[src/rtl/pixel_fetch.sv]
`default_nettype none
// ============================================================================
// Module  : pixel_fetch
// Purpose : Reads a packed 2bpp image from synchronous memory and streams the
//           colour indices in raster order over a valid/ready interface.
// Revision: 1.0 - initial release
// ============================================================================
module pixel_fetch #(
    parameter int IMG_W  = 160,
    parameter int IMG_H  = 144,
    parameter int ADDR_W = 13
) (
    input  logic              i_clk,
    input  logic              i_rst_n,
    input  logic              i_frame_start,
    output logic              o_mem_rd,
    output logic [ADDR_W-1:0] o_mem_addr,
    input  logic [7:0]        i_mem_data,
    output logic [1:0]        o_color,
    output logic              o_valid,
    input  logic              i_ready,
    output logic              o_last,
    output logic              o_frame_done
);

    localparam int NPIX   = IMG_W * IMG_H;
    localparam int NBYTES = NPIX / 4;
    localparam int PIX_W  = (NPIX > 1) ? $clog2(NPIX) : 1;
    localparam int CNT_W  = ADDR_W + 1;

    localparam logic [PIX_W-1:0] c_LAST_PIX = PIX_W'(NPIX - 1);
    localparam logic [CNT_W-1:0] c_NBYTES   = CNT_W'(NBYTES);

    typedef enum logic [1:0] {
        S_IDLE  = 2'd0,
        S_FETCH = 2'd1,
        S_DRAIN = 2'd2
    } state_t;

    state_t            state_q;
    logic [CNT_W-1:0]  rd_cnt_q;
    logic              mem_rd_q;
    logic [ADDR_W-1:0] addr_q;
    logic              pend_q;
    logic [7:0]        fifo_q [2];
    logic              wr_ptr_q;
    logic              rd_ptr_q;
    logic [1:0]        occ_q;
    logic [1:0]        pos_q;
    logic [PIX_W-1:0]  pix_cnt_q;
    logic              done_q;

    logic [7:0] w_head;
    logic [7:0] w_shift;
    logic       w_valid;
    logic       w_xfer;
    logic       w_pop;
    logic       w_can_rd;

    assign w_head   = fifo_q[rd_ptr_q];
    assign w_shift  = w_head << {pos_q, 1'b0};
    assign w_valid  = (occ_q != 2'd0);
    assign w_xfer   = w_valid & i_ready;
    assign w_pop    = w_xfer & (pos_q == 2'd3);
    // Reads still on the bus or in the memory pipeline count against FIFO space.
    assign w_can_rd = (({1'b0, occ_q} + {2'b00, mem_rd_q} + {2'b00, pend_q}) < 3'd2);

    always_ff @(posedge i_clk or negedge i_rst_n) begin
        if (!i_rst_n) begin
            state_q   <= S_IDLE;
            rd_cnt_q  <= '0;
            mem_rd_q  <= 1'b0;
            addr_q    <= '0;
            pend_q    <= 1'b0;
            fifo_q[0] <= 8'h00;
            fifo_q[1] <= 8'h00;
            wr_ptr_q  <= 1'b0;
            rd_ptr_q  <= 1'b0;
            occ_q     <= 2'd0;
            pos_q     <= 2'd0;
            pix_cnt_q <= '0;
            done_q    <= 1'b0;
        end else if (i_frame_start) begin
            state_q   <= S_FETCH;
            mem_rd_q  <= 1'b1;
            addr_q    <= '0;
            rd_cnt_q  <= CNT_W'(1);
            pend_q    <= 1'b0;
            wr_ptr_q  <= 1'b0;
            rd_ptr_q  <= 1'b0;
            occ_q     <= 2'd0;
            pos_q     <= 2'd0;
            pix_cnt_q <= '0;
            done_q    <= 1'b0;
        end else begin
            done_q   <= 1'b0;
            pend_q   <= mem_rd_q;
            mem_rd_q <= 1'b0;

            case (state_q)
                S_FETCH: begin
                    if (rd_cnt_q == c_NBYTES) begin
                        state_q <= S_DRAIN;
                    end else if (w_can_rd) begin
                        mem_rd_q <= 1'b1;
                        addr_q   <= rd_cnt_q[ADDR_W-1:0];
                        rd_cnt_q <= rd_cnt_q + CNT_W'(1);
                    end
                end
                default: ;
            endcase

            if (pend_q) begin
                fifo_q[wr_ptr_q] <= i_mem_data;
                wr_ptr_q         <= ~wr_ptr_q;
            end
            occ_q <= occ_q + {1'b0, pend_q} - {1'b0, w_pop};

            if (w_xfer) begin
                pos_q <= pos_q + 2'd1;
                if (w_pop) begin
                    rd_ptr_q <= ~rd_ptr_q;
                end
                if (pix_cnt_q == c_LAST_PIX) begin
                    pix_cnt_q <= '0;
                    done_q    <= 1'b1;
                    state_q   <= S_IDLE;
                end else begin
                    pix_cnt_q <= pix_cnt_q + PIX_W'(1);
                end
            end
        end
    end

    assign o_mem_rd     = mem_rd_q;
    assign o_mem_addr   = addr_q;
    assign o_color      = w_shift[7:6];
    assign o_valid      = w_valid;
    assign o_last       = w_valid & (pix_cnt_q == c_LAST_PIX);
    assign o_frame_done = done_q;

endmodule
`default_nettype wire

[config.mk]
export PLATFORM = sky130hd
export DESIGN_NAME = pixel_fetch
export DESIGN_NICKNAME = d
export VERILOG_FILES = /design/src/rtl/pixel_fetch.sv
export SDC_FILE = /design/constraint.sdc
export NUM_CORES = 1
export LEC_CHECK = 0
export BUFFER_PORTS_ARGS = -buffer_cell sky130_fd_sc_hd__buf_2
export CAP_MARGIN = 20
export CORE_MARGIN = 2
export CORE_UTILIZATION = 25
export CTS_BUF_LIST = sky130_fd_sc_hd__clkbuf_2 sky130_fd_sc_hd__clkbuf_4 sky130_fd_sc_hd__clkbuf_8
export DETAILED_ROUTE_END_ITERATION = 6
export SYNTH_ARGS = -nofsm -noshare
export SYNTH_HDL_FRONTEND = slang
export SYNTH_SLANG_ARGS = --single-unit
export TNS_END_PERCENT = 50
[constraint.sdc]
create_clock -name i_clk -period 3.1 [get_ports i_clk]
set_input_delay 0 -clock i_clk [delete_from_list [all_inputs] [get_ports i_clk]]
set_output_delay 0 -clock i_clk [all_outputs]
set_load 0.05 [all_outputs]
* Yosys cells after proc, flatten, opt, wreduce, memory -nomap -nowiden
Cells that the tools add are included.
** Cells by class
- Add/sub/neg operators :: 7
- Order comparisons :: 4
- Eq/ne operators :: 5
- Shifts and indexed selects :: 1
- Muxes and demuxes :: 38
- Bitwise operators :: 8
- Reductions and logical operators :: 10
** Operators with widths (count)
- $mux W14 :: 4
- $mux W13 :: 4
- $mux W15 :: 3
- $mux W8 :: 4
- $bwmux W16 :: 1
- $mux W2 :: 8
- $add A15 B1 Y15 const B :: 1
- $eq A15 B15 Y1 const B :: 1
- $add A14 B1 Y14 const B :: 1
- $eq A14 B13 Y1 const B :: 1
- $mux W1 :: 13
- $reduce_bool A2 Y1 :: 6
- $demux W8 S1 :: 1
- $shl A8 B3 Y8 :: 1
- $ge A2 B2 Y1 const B :: 2
- $not A1 Y2 :: 2
- $reduce_and A2 Y1 :: 2
- $add A2 B1 Y3 :: 1
- $add A3 B1 Y3 :: 1
- $and A1 B1 Y1 :: 3
- $lt A3 B2 Y1 const B :: 1
- $not A1 Y1 :: 3
- $reduce_and A3 Y1 :: 1
- $add A2 B1 Y2 :: 1
- 7 further kinds :: 7
** Word-level totals
- Register bits after elaboration :: 69
- Bits of input ports :: 12
- Output and inout bits :: 19
- Logic and storage cells :: 86

* Depth between registers and ports, before layout
Gate-level depths: netlist of run 1.
- Word-level depth :: 7
- Gate-level depth with buffers :: 8
- Depth with buffers taken out :: 7

* Worst setup path before layout of run 1
No wires, ideal clock.
- Path type :: reg2reg
- Start :: register rd_cnt_q[8]
- End :: register mem_rd_q, in the netlist o_mem_rd
- Library setup time :: 0.124 ns
- Arrival :: 1.958 ns
- Required time :: 2.976 ns
- Slack :: 1.017 ns
- Stages on the path, launching flop included :: 6
- Path buffers :: 1
- Clock period less this slack :: 2.083 ns
- Cell sequence :: dfrtp_1 or4b_1 nor4_4 nor2_4 buf_6 or2_1
** Between the ends
- Word-level cells in the longest chain between the ends :: 4
** Ends and longest elaborated chain
- from (decl) :: line 41 : logic [CNT_W-1:0] rd_cnt_q;
- from (signal assigned) :: line 107 : rd_cnt_q <= rd_cnt_q + CNT_W'(1);
- $eq A14 B13 Y1 :: line 102 : if (rd_cnt_q == c_NBYTES) begin
- $mux W1 :: line 102
- $mux W1 :: line 100 : case (state_q)
- $mux W1 :: line 83 : end else if (i_frame_start) begin
- to (signal assigned) :: line 85 : mem_rd_q <= 1'b1;
- to (signal assigned) :: line 98 : mem_rd_q <= 1'b0;
- to (signal assigned) :: line 105 : mem_rd_q <= 1'b1;
- to (decl) :: line 42 : logic mem_rd_q;
No other way between the ends.
A chain may end at the register's enable or synchronous reset.

* Final worst setup path of run 1
- Start :: register rd_cnt_q[8]
- End :: register addr_q[1], in the netlist o_mem_addr[1]
** Between the ends
- Word-level cells in the longest chain between the ends :: 3
** Ends and longest elaborated chain
- $eq A14 B13 Y1 :: line 102
- $ne A2 B2 Y1 (no line)
- $reduce_and A3 Y1 (no line)
- to (signal assigned) :: line 106 : addr_q <= rd_cnt_q[ADDR_W-1:0];
- to (decl) :: line 43 : logic [ADDR_W-1:0] addr_q;
No other way between the ends.

==> results.sh, run 1 <==
export IMPL_dp_cells=488
export IMPL_worst_pin_slew_ps=786
export IMPL_gp_congestion=0.758
export IMPL_antenna_found_initial=0
export IMPL_ys_types=43
export IMPL_place_ws_ps=844
export IMPL_dr_wl_met2_um=2970
export IMPL_cp_arrival_ps=2430
export IMPL_peakVddDrop_v=0.000389
export IMPL_setup_violations=0
export IMPL_drt_first_pass_iters=4
export IMPL_yosys_warnings=0
export IMPL_detail_route_antenna_nets=0
export IMPL_grt_pass1_wl_um=11400
export IMPL_max_slew_margin=0.471
export IMPL_syn_area_per_cell_sq_um=11.3
export IMPL_finalCritPeriodShare=0.724
export IMPL_numClockSinks=69
export IMPL_grt_use_total=0.100
export IMPL_top_layer_used="met4"
export IMPL_timing_final_ws_setup_ps=855
export IMPL_clockBufferDepth=2
export IMPL_min_path_type="in -> async"
export IMPL_area_growth_pct=20.0
export IMPL_coreArea_sq_um=12700
export IMPL_grt_max_degree=51
export IMPL_synthAdderAreaFrac=0.0268
export IMPL_die_y_um=118
export IMPL_status="finished clean"
export IMPL_die_area_sq_um=14000
export IMPL_met1Wirelength_um=3240
export IMPL_setup_worst_path_class="reg -> reg"
export IMPL_portBuffers=30
export IMPL_num_rows=41
export IMPL_fin_util=0.310
export IMPL_synth_xor_area_share=0.0697
export IMPL_ctsHtreeMaxLevel=3
export IMPL_post_route_min_period_ps=2240
export IMPL_synth_area_sq_um=3270
export IMPL_clk_pin_slew_ps=70
export IMPL_fin_hold_ws_ps=139
export IMPL_path_cells="or4b_1, nor4_4, nor2_4, mux2i_1, nor2_1"
export IMPL_synth_compound_area_share=0.0456
export IMPL_ios=31
export IMPL_synth_ff_type="dfrtp_1"
export IMPL_cap_violations=0
export IMPL_cpPeakStageDelay_ps=580
export IMPL_fill_cells=1316
export IMPL_via_per_inst=4.34
export IMPL_finalHoldViolations=0
export IMPL_tns_ps=0
export IMPL_required_ps=3280
export IMPL_p_leak_nw=1.72
export IMPL_p_per_area_nw_per_um2=646
export IMPL_yosysSeqAreaShare=0.528
export IMPL_grt_pass1_vias=2317
export IMPL_cp_num_buf_inv=0
export IMPL_synth_top_family_by_area="simple AND/OR/NAND/NOR gates"
export IMPL_final_common_cell="dfrtp_1"
export IMPL_end_kind="flip-flop"
export IMPL_wl_met3_um=186
export IMPL_start_util=0.258
export IMPL_rsz0062_at_grt="no"
export IMPL_clock_latency_ps=340
export IMPL_ys_ff_latch=69
export IMPL_drtIter0Drc=72
export IMPL_avgRoutedWirePerCell_um=12.6
export IMPL_synth_edf_count=0
export IMPL_final_cell_mix="dfrtp_1 (69), nor2_1 (42), buf_2 (30)"
export IMPL_cts_tree="built"
export IMPL_ys_async_sr_fraction=1.00
export IMPL_finalWirelength_um=6480
export IMPL_diodes=0
export IMPL_synth_simple_area_share=0.180
export IMPL_vias=2224
export IMPL_fin_cells=513
export IMPL_syn_num_nets=309
export IMPL_nets=355
export IMPL_critPathTopFamily="simple AND/OR/NAND/NOR gates"
export IMPL_clock_skew_ps=10.8
export IMPL_cp_max_fo=15
export IMPL_critical_path_slowest_cell="or4b_1"
export IMPL_muxShareOfSynthArea=0.130
export IMPL_dieWidth_um=118
export IMPL_place_detailed_hpwl_um=4470
export IMPL_cts_root_buf="clkbuf_8"
export IMPL_drive_gt1_frac=0.226
export IMPL_max_freq_mhz=446
export IMPL_synthCells=290
export IMPL_globalRouteOverflowTotal=0
export IMPL_slew_viol_final=0
export IMPL_cts_buffers=9
export IMPL_cp_start_kind="flip-flop"
export IMPL_drc=0
## repair_timing
item / in CTS / in global routing
endpoints found under the hold margin: 35 / 0
hold buffers: 9 / 0
buffers inserted: 0 / 0
gates resized for setup: 0 / 0
## layout make-up
cell class / count / area [sq um] / share of cell area
repair buffers: 42 / 263 / 0.0670
multi-input cells: 206 / 1480 / 0.377
clock buffers: 11 / 151 / 0.0386
clock inverters: 5 / 58.8 / 0.0150
inverters: 8 / 30.0 / 0.00766
flip-flops and latches: 69 / 1730 / 0.440
well taps: 172 / 215 / 0.0549
## final timing paths
kind                                  start       endpoint  slack, ps  depth (start not counted)
max in group asynchronous           i_rst_n  o_mem_addr[1]       1970                          3
worst max-delay path            rd_cnt_q[8]  o_mem_addr[1]        860                          5
min in group i_clk                  i_ready       pos_q[1]        160                          4
worst max register to register  rd_cnt_q[8]  o_mem_addr[1]        860                          5
worst min-delay path                i_rst_n   rd_cnt_q[10]        140                          2
worst min register to register    fifo_q[4]      fifo_q[4]        510                          1
## Yosys cell counts, types with 2 or more instances
| master | instances | share of area |
|---|---|---|
| mux2i_1 | 12 | 0.037 |
| and3_1 | 4 | 0.0077 |
| a32oi_1 | 2 | 0.0054 |
| buf_1 | 2 | 0.0023 |
| nor2b_1 | 2 | 0.0038 |
| nand2b_1 | 4 | 0.0077 |
| mux4_2 | 4 | 0.028 |
| clkbuf_1 | 4 | 0.0046 |
| mux2_2 | 19 | 0.065 |
| or3_1 | 3 | 0.0057 |
| o21ai_0 | 3 | 0.0046 |
| dfrtp_1 | 69 | 0.53 |
| nor4_1 | 4 | 0.0077 |
| ha_1 | 7 | 0.027 |
| nand3b_1 | 2 | 0.0046 |
| a31oi_1 | 4 | 0.0077 |
| xnor2_1 | 19 | 0.051 |
| nand2_1 | 17 | 0.020 |
| or4_1 | 2 | 0.0046 |
| a21oi_1 | 6 | 0.0092 |
| nor3_1 | 10 | 0.015 |
| xor2_1 | 7 | 0.019 |
| nand4_1 | 4 | 0.0077 |
| nor3b_1 | 3 | 0.0069 |
| inv_1 | 8 | 0.0092 |
| nand3_1 | 11 | 0.017 |
| nor2_1 | 42 | 0.048 |
## cells by family after synthesis
| kind of cell | after synthesis |
|---|---|
| mux | 35 |
| fa+ha+maj | 7 |
| simple gates | 116 |
| compound gates | 22 |
| xor+xnor | 26 |
| flops | 69 |
| buf+inv | 15 |
## metrics by stage
| step | total power [mW] | cell area [sq um] |
|---|---|---|
| floorplan | 1.65 | 3270 |
| global route | 2.69 | 3920 |
| detailed placement | 1.80 | 3620 |
| global placement | 1.78 | 3620 |
| CTS | 2.58 | 3920 |
| finish | 2.53 | 3920 |
## routing by layer
metal | global-route usage | vias up
li1 | - | 1106
met5 | 0 | -
met4 | 0.0452 | 0
met3 | 0.0208 | 9
met2 | 0.154 | 30
met1 | 0.136 | 1079
## state kept, by name (all words and copies together) (netlist names)
name	flops
rd_cnt_q	14
pos_q	2
pix_cnt_q	15
fifo_q	16
state_q	2
o_frame_done	1
o_mem_addr	13
o_mem_rd	1
pend_q	1
rd_ptr_q	1
occ_q	2
wr_ptr_q	1
## power by group
group / leakage [nW] / switching (mW) / internal (mW) / total (mW)
logic: 0.709 / 0.357 / 0.275 / 0.632
clock network: 0.102 / 0.336 / 0.415 / 0.752
registers: 0.911 / 0.107 / 1.04 / 1.15
total: 1.72 / 0.801 / 1.73 / 2.53
## worst register-to-register path, stage by stage (launching register included)
cell     delay, ps
dfrtp_1        430
or4b_1         580
nor4_4         570
nor2_4         250
mux2i_1        210
nor2_1          50
No activity file was read; power rests on OpenSTA's default activity.
==> run 2, diff against run 1 <==
==> constraint.sdc (replaced) <==
create_clock -name i_clk -period 2 [get_ports i_clk]
set_input_delay 0 -clock i_clk [delete_from_list [all_inputs] [get_ports i_clk]]
set_output_delay 0 -clock i_clk [all_outputs]
set_load 0.05 [all_outputs]
==> run 2 against run 1 <==
Net effect: global-route usage grew 0.49 points; cell count increased by 4.3%; utilization up 1.7 points; design area up 5.4%; critical endpoint is now o_color[0]; highest routed layer unchanged.
==> results.sh, run 2 (synthesis gave the netlist of run 1 again) <==
export IMPL_peakVddDrop_v=0.000508
export IMPL_cp_arrival_ps=1920
export IMPL_combPwrFrac=0.283
export IMPL_p_sw_frac=0.313
export IMPL_post_route_min_period_ps=1920
export IMPL_cp_max_fo=5
export IMPL_cts_tree="built"
export IMPL_place_detailed_hpwl_um=4780
export IMPL_cp_start_kind="flip-flop"
export IMPL_grt_max_degree=41
export IMPL_power_switching_mw=1.27
export IMPL_antenna_found_initial=0
export IMPL_path_cells="mux4_2, mux2_2, buf_2"
export IMPL_p_per_area_nw_per_um2=980
export IMPL_final_cell_mix="dfrtp_1 (69), nor2_1 (42), buf_2 (29)"
export IMPL_portBuffers=30
export IMPL_placed_cell_area_sq_um=3800
export IMPL_p_int_mw=2.78
export IMPL_drt_first_pass_iters=4
export IMPL_finalCritPeriodShare=0.958
export IMPL_rsz0062_at_grt="no"
export IMPL_fin_util=0.326
export IMPL_fill_cells=1312
export IMPL_numClockSinks=69
export IMPL_slew_viol_final=0
export IMPL_end_kind="primary output"
export IMPL_p_total_mw=4.05
export IMPL_power_frac_seq=0.435
export IMPL_top_regs="fifo_q x16, pix_cnt_q x15, rd_cnt_q x14"
export IMPL_setup_violations=0
export IMPL_tns_ps=0
export IMPL_grt_use_total=0.105
export IMPL_fin_hold_ws_ps=34.4
export IMPL_detail_route_antenna_nets=0
export IMPL_largest_reg_flops=16
export IMPL_min_path_type="in -> reg"
export IMPL_dieWidth_um=118
export IMPL_die_area_sq_um=14000
export IMPL_finalWirelength_um=6950
export IMPL_final_common_cell="dfrtp_1"
export IMPL_area_growth_pct=26.5
export IMPL_max_slew_margin=0.537
export IMPL_via_per_inst=4.45
export IMPL_status="finished clean"
export IMPL_diodes=0
export IMPL_timing_final_ws_setup_ps=84.9
export IMPL_drtIter0Drc=67
export IMPL_grt_pass1_wl_um=12000
export IMPL_drive_gt1_frac=0.284
export IMPL_globalRouteOverflowTotal=0
export IMPL_avgRoutedWirePerCell_um=13.0
export IMPL_top_register="fifo_q"
export IMPL_finalInstanceArea_sq_um=4140
export IMPL_ios=31
export IMPL_worst_pin_slew_ps=695
export IMPL_ctsHtreeMaxLevel=3
export IMPL_cpPeakStageDelay_ps=550
export IMPL_die_y_um=118
export IMPL_required_ps=2000
export IMPL_cts_buffers=9
export IMPL_setup_worst_path_class="reg -> out"
export IMPL_clockBufferDepth=2
export IMPL_grt_pass1_vias=2418
export IMPL_critical_path_slowest_cell="mux4_2"
export IMPL_cap_violations=0
export IMPL_clk_pin_slew_ps=70
export IMPL_clock_skew_ps=12.5
export IMPL_cts_root_buf="clkbuf_8"
export IMPL_start_util=0.258
export IMPL_gp_congestion=0.805
export IMPL_p_leak_nw=1.85
export IMPL_vias=2381
export IMPL_num_rows=41
export IMPL_drc=0
export IMPL_nets=377
export IMPL_clkPwrFrac=0.282
export IMPL_fin_cells=535
export IMPL_finalHoldViolations=0
export IMPL_dp_cells=509
export IMPL_clock_latency_ps=340
export IMPL_place_ws_ps=-60.5
export IMPL_max_freq_mhz=522
export IMPL_coreArea_sq_um=12700
run 2: changes by cell type in the layout (fill, tap and decap cells not counted), moves of 2 or more:
cell      delta
clkbuf_4     +2
buf_6        +2
nor4_2       +2
nor4_1       -2
buf_4       +19
buf_12       +2
run 2: power by group through the flow:
stage | Clock [mW] | Combinational [mW] | Sequential, mW
finish | 1.14 | 1.15 | 1.76
floorplan | 0 | 0.730 | 1.84
detailed placement | 0 | 1.10 | 1.79
CTS | 1.18 | 1.16 | 1.76
global route | 1.25 | 1.26 | 1.79
global placement | 0 | 1.07 | 1.77
run 2: critical path: cells and delay by family, from the launching register on:
family	cells	cell delay, ps
multiplexers	2	830
flip-flops	1	530
buffers and inverters	1	210
run 2: cell type report:
class	instances	area [sq um]	share of cell area
sequential	69	1730	0.418
multi-input combinational	206	1500	0.363
timing repair buffer	64	463	0.112
tap	172	215	0.0520
clock buffer	12	153	0.0369
clock inverter	4	47.5	0.0115
inverter	8	30.0	0.00726
run 2: worst paths after layout:
path | start | endpoint | slack (ps) | cells after the start
max | rd_ptr_q | o_color[0] | 80 | 3
min | i_frame_start | pix_cnt_q[8] | 30 | 2
max reg2reg | rd_cnt_q[8] | o_mem_addr[1] | 110 | 6
min reg2reg | pix_cnt_q[14] | pix_cnt_q[14] | 500 | 1
max in group asynchronous | i_rst_n | o_mem_addr[1] | 1080 | 3
min in group asynchronous | i_rst_n | pix_cnt_q[1] | 260 | 2
run 2: metal layers:
metal | wire, um | vias to the layer above | GRT usage
met3 | 237 | 5 | 0.0265
met1 | 3390 | 1184 | 0.143
met5 | 0 | - | 0
met4 | 64 | 0 | 0.0407
met2 | 3250 | 36 | 0.160
li1 | - | 1156 | -
run 2: repair_timing:
action                     CTS  global route
gates resized for setup      0             7
setup endpoints to repair   13             7
pin swaps                    1             1
hold buffers                 9             0
hold endpoints to repair    45             0
setup buffers                1             0
==> run 3, diff against run 2 <==
==> config.mk (replaced) <==
export PLATFORM = sky130hd
export DESIGN_NAME = pixel_fetch
export DESIGN_NICKNAME = d
export VERILOG_FILES = /design/src/rtl/pixel_fetch.sv
export SDC_FILE = /design/constraint.sdc
export NUM_CORES = 1
export LEC_CHECK = 0
export CAP_MARGIN = 20
export CORE_MARGIN = 2
export CORE_UTILIZATION = 25
export CTS_BUF_LIST = sky130_fd_sc_hd__clkbuf_2 sky130_fd_sc_hd__clkbuf_4 sky130_fd_sc_hd__clkbuf_8
export CTS_CLUSTER_DIAMETER = 50
export DETAILED_ROUTE_END_ITERATION = 6
export DONT_BUFFER_PORTS = 1
export SYNTH_ARGS = -nofsm -noshare
export SYNTH_HDL_FRONTEND = slang
export SYNTH_SLANG_ARGS = --single-unit
==> run 3 against run 2 <==
Net effect: clock power up 16%; sequential power grew 4%; sequential share of layout area shrank 0.14 points; worst setup slack better by 25 ps; register-to-register slack about the same; fmax is 1.3% higher; via count fell by 2.4%; sequential cell count unchanged; die area stayed put; routed wire length increased by 4.4%; first-iteration DRC count rose by 67%; critical path type unchanged.
==> results.sh, run 3 (synthesis gave the netlist of run 1 again) <==
export IMPL_tns_ps=0
export IMPL_met1_usage=0.142
export IMPL_coreArea_sq_um=12700
export IMPL_place_detailed_hpwl_um=4710
export IMPL_final_common_cell="dfrtp_1"
export IMPL_p_total_mw=4.20
export IMPL_avgRoutedWirePerCell_um=14.0
export IMPL_grtUsageMet3=0.0323
export IMPL_setup_worst_path_class="reg -> out"
export IMPL_cp_max_fo=7
export IMPL_busiest_layer="met2"
export IMPL_cts_root_buf="clkbuf_8"
export IMPL_clock_latency_ps=340
export IMPL_min_path_type="in -> reg"
export IMPL_gp_congestion=0.771
export IMPL_ctsHtreeMaxLevel=3
export IMPL_finalHoldViolations=0
export IMPL_max_slew_margin=0.578
export IMPL_worst_pin_slew_ps=627
export IMPL_setup_violations=0
export IMPL_place_ws_ps=-42.8
export IMPL_ios=31
export IMPL_status="finished clean"
export IMPL_cap_violations=0
export IMPL_grt_max_degree=70
export IMPL_start_util=0.258
export IMPL_numClockSinks=69
export IMPL_num_rows=41
export IMPL_diodes=0
export IMPL_drt_first_pass_iters=4
export IMPL_max_freq_mhz=529
export IMPL_area_growth_pct=27.0
export IMPL_globalRouteOverflowTotal=0
export IMPL_required_ps=2000
export IMPL_cp_arrival_ps=1890
export IMPL_grt_pass1_wl_um=12200
export IMPL_dieWidth_um=118
export IMPL_drive_gt1_frac=0.234
export IMPL_detail_route_antenna_nets=0
export IMPL_drc=0
export IMPL_top_register="fifo_q"
export IMPL_end_kind="primary output"
export IMPL_p_leak_nw=1.80
export IMPL_die_area_sq_um=14000
export IMPL_cts_buffers=9
export IMPL_post_route_min_period_ps=1890
export IMPL_cp_start_kind="flip-flop"
export IMPL_portBuffers=0
export IMPL_clock_skew_ps=10.4
export IMPL_dp_cells=479
export IMPL_fin_hold_ws_ps=85.1
export IMPL_antenna_found_initial=0
export IMPL_vias=2323
export IMPL_via_per_inst=4.48
export IMPL_cts_tree="built"
export IMPL_clk_pin_slew_ps=70
export IMPL_drtIter0Drc=112
export IMPL_fin_cells=518
export IMPL_grt_use_met2=0.169
export IMPL_grt_use_total=0.109
export IMPL_grt_pass1_vias=2410
export IMPL_slew_viol_final=0
export IMPL_timing_final_ws_setup_ps=110
export IMPL_top_regs="fifo_q x16, pix_cnt_q x15, rd_cnt_q x14"
export IMPL_final_cell_mix="dfrtp_1 (69), nor2_1 (42), buf_4 (27)"
export IMPL_die_y_um=118
export IMPL_nets=360
export IMPL_largest_reg_flops=16
export IMPL_clockBufferDepth=2
export IMPL_peakVddDrop_v=0.000551
export IMPL_p_per_area_nw_per_um2=1010
export IMPL_finalWirelength_um=7250
export IMPL_finalCritPeriodShare=0.945
[run 3: repair_timing]
action	4_1_cts	5_1_grt
pin swaps	2	2
hold endpoints to repair	131	35
setup endpoints to repair	13	27
buffers inserted	0	4
gates cloned	1	0
hold buffers	16	2
gates resized for setup	1	5
[run 3: worst paths after layout]
kind,cells after the start,slack [ps],endpoint,from
worst max-delay path,6,110,o_last,pix_cnt_q[0]
worst min-delay path,3,90,pix_cnt_q[1],i_frame_start
worst max register to register,6,120,rd_ptr_q,occ_q[1]
worst min register to register,1,500,fifo_q[0],fifo_q[0]
max in group asynchronous,2,1510,pix_cnt_q[1],i_rst_n
min in group asynchronous,2,180,pix_cnt_q[7],i_rst_n
[run 3: area by class of cell]
class / count / area [sq um]
Sequential cell: 69 / 1730
Tap cell: 172 / 215
Multi-Input combinational cell: 207 / 1510
Clock inverter: 3 / 67.6
Timing Repair Buffer: 46 / 430
Fill cell: 1307 / 8520
Inverter: 8 / 30.0
Clock buffer: 13 / 166
[run 3: worst max-delay path: stages (launching register included)]
cell and delay (ps):
dfrtp_1 400, ha_1 180, nand3_1 160, nor3_2 280
buf_4 190, and3_4 210, buf_12 130
[run 3: metal layers]
| layer | routed length, um | share of wire |
|---|---|---|
| met1 | 3390 | 0.47 |
| met2 | 3380 | 0.47 |
| met3 | 345 | 0.048 |
| met4 | 135 | 0.019 |
| met5 | 0 | 0 |
[run 3: power breakdown]
group | leakage, nW | internal (mW) | switching, mW
Clock | 0.117 | 0.799 | 0.520
Sequential | 0.911 | 1.62 | 0.217
Combinational | 0.769 | 0.490 | 0.553
Total | 1.80 | 2.91 | 1.29
[run 3: stage by stage]
stage	cell area [sq um]	utilization
floorplan	3270	-
global placement	3650	0.288
detailed placement	3650	0.288
CTS	4070	0.321
global route	4150	0.327
finish	4150	0.327
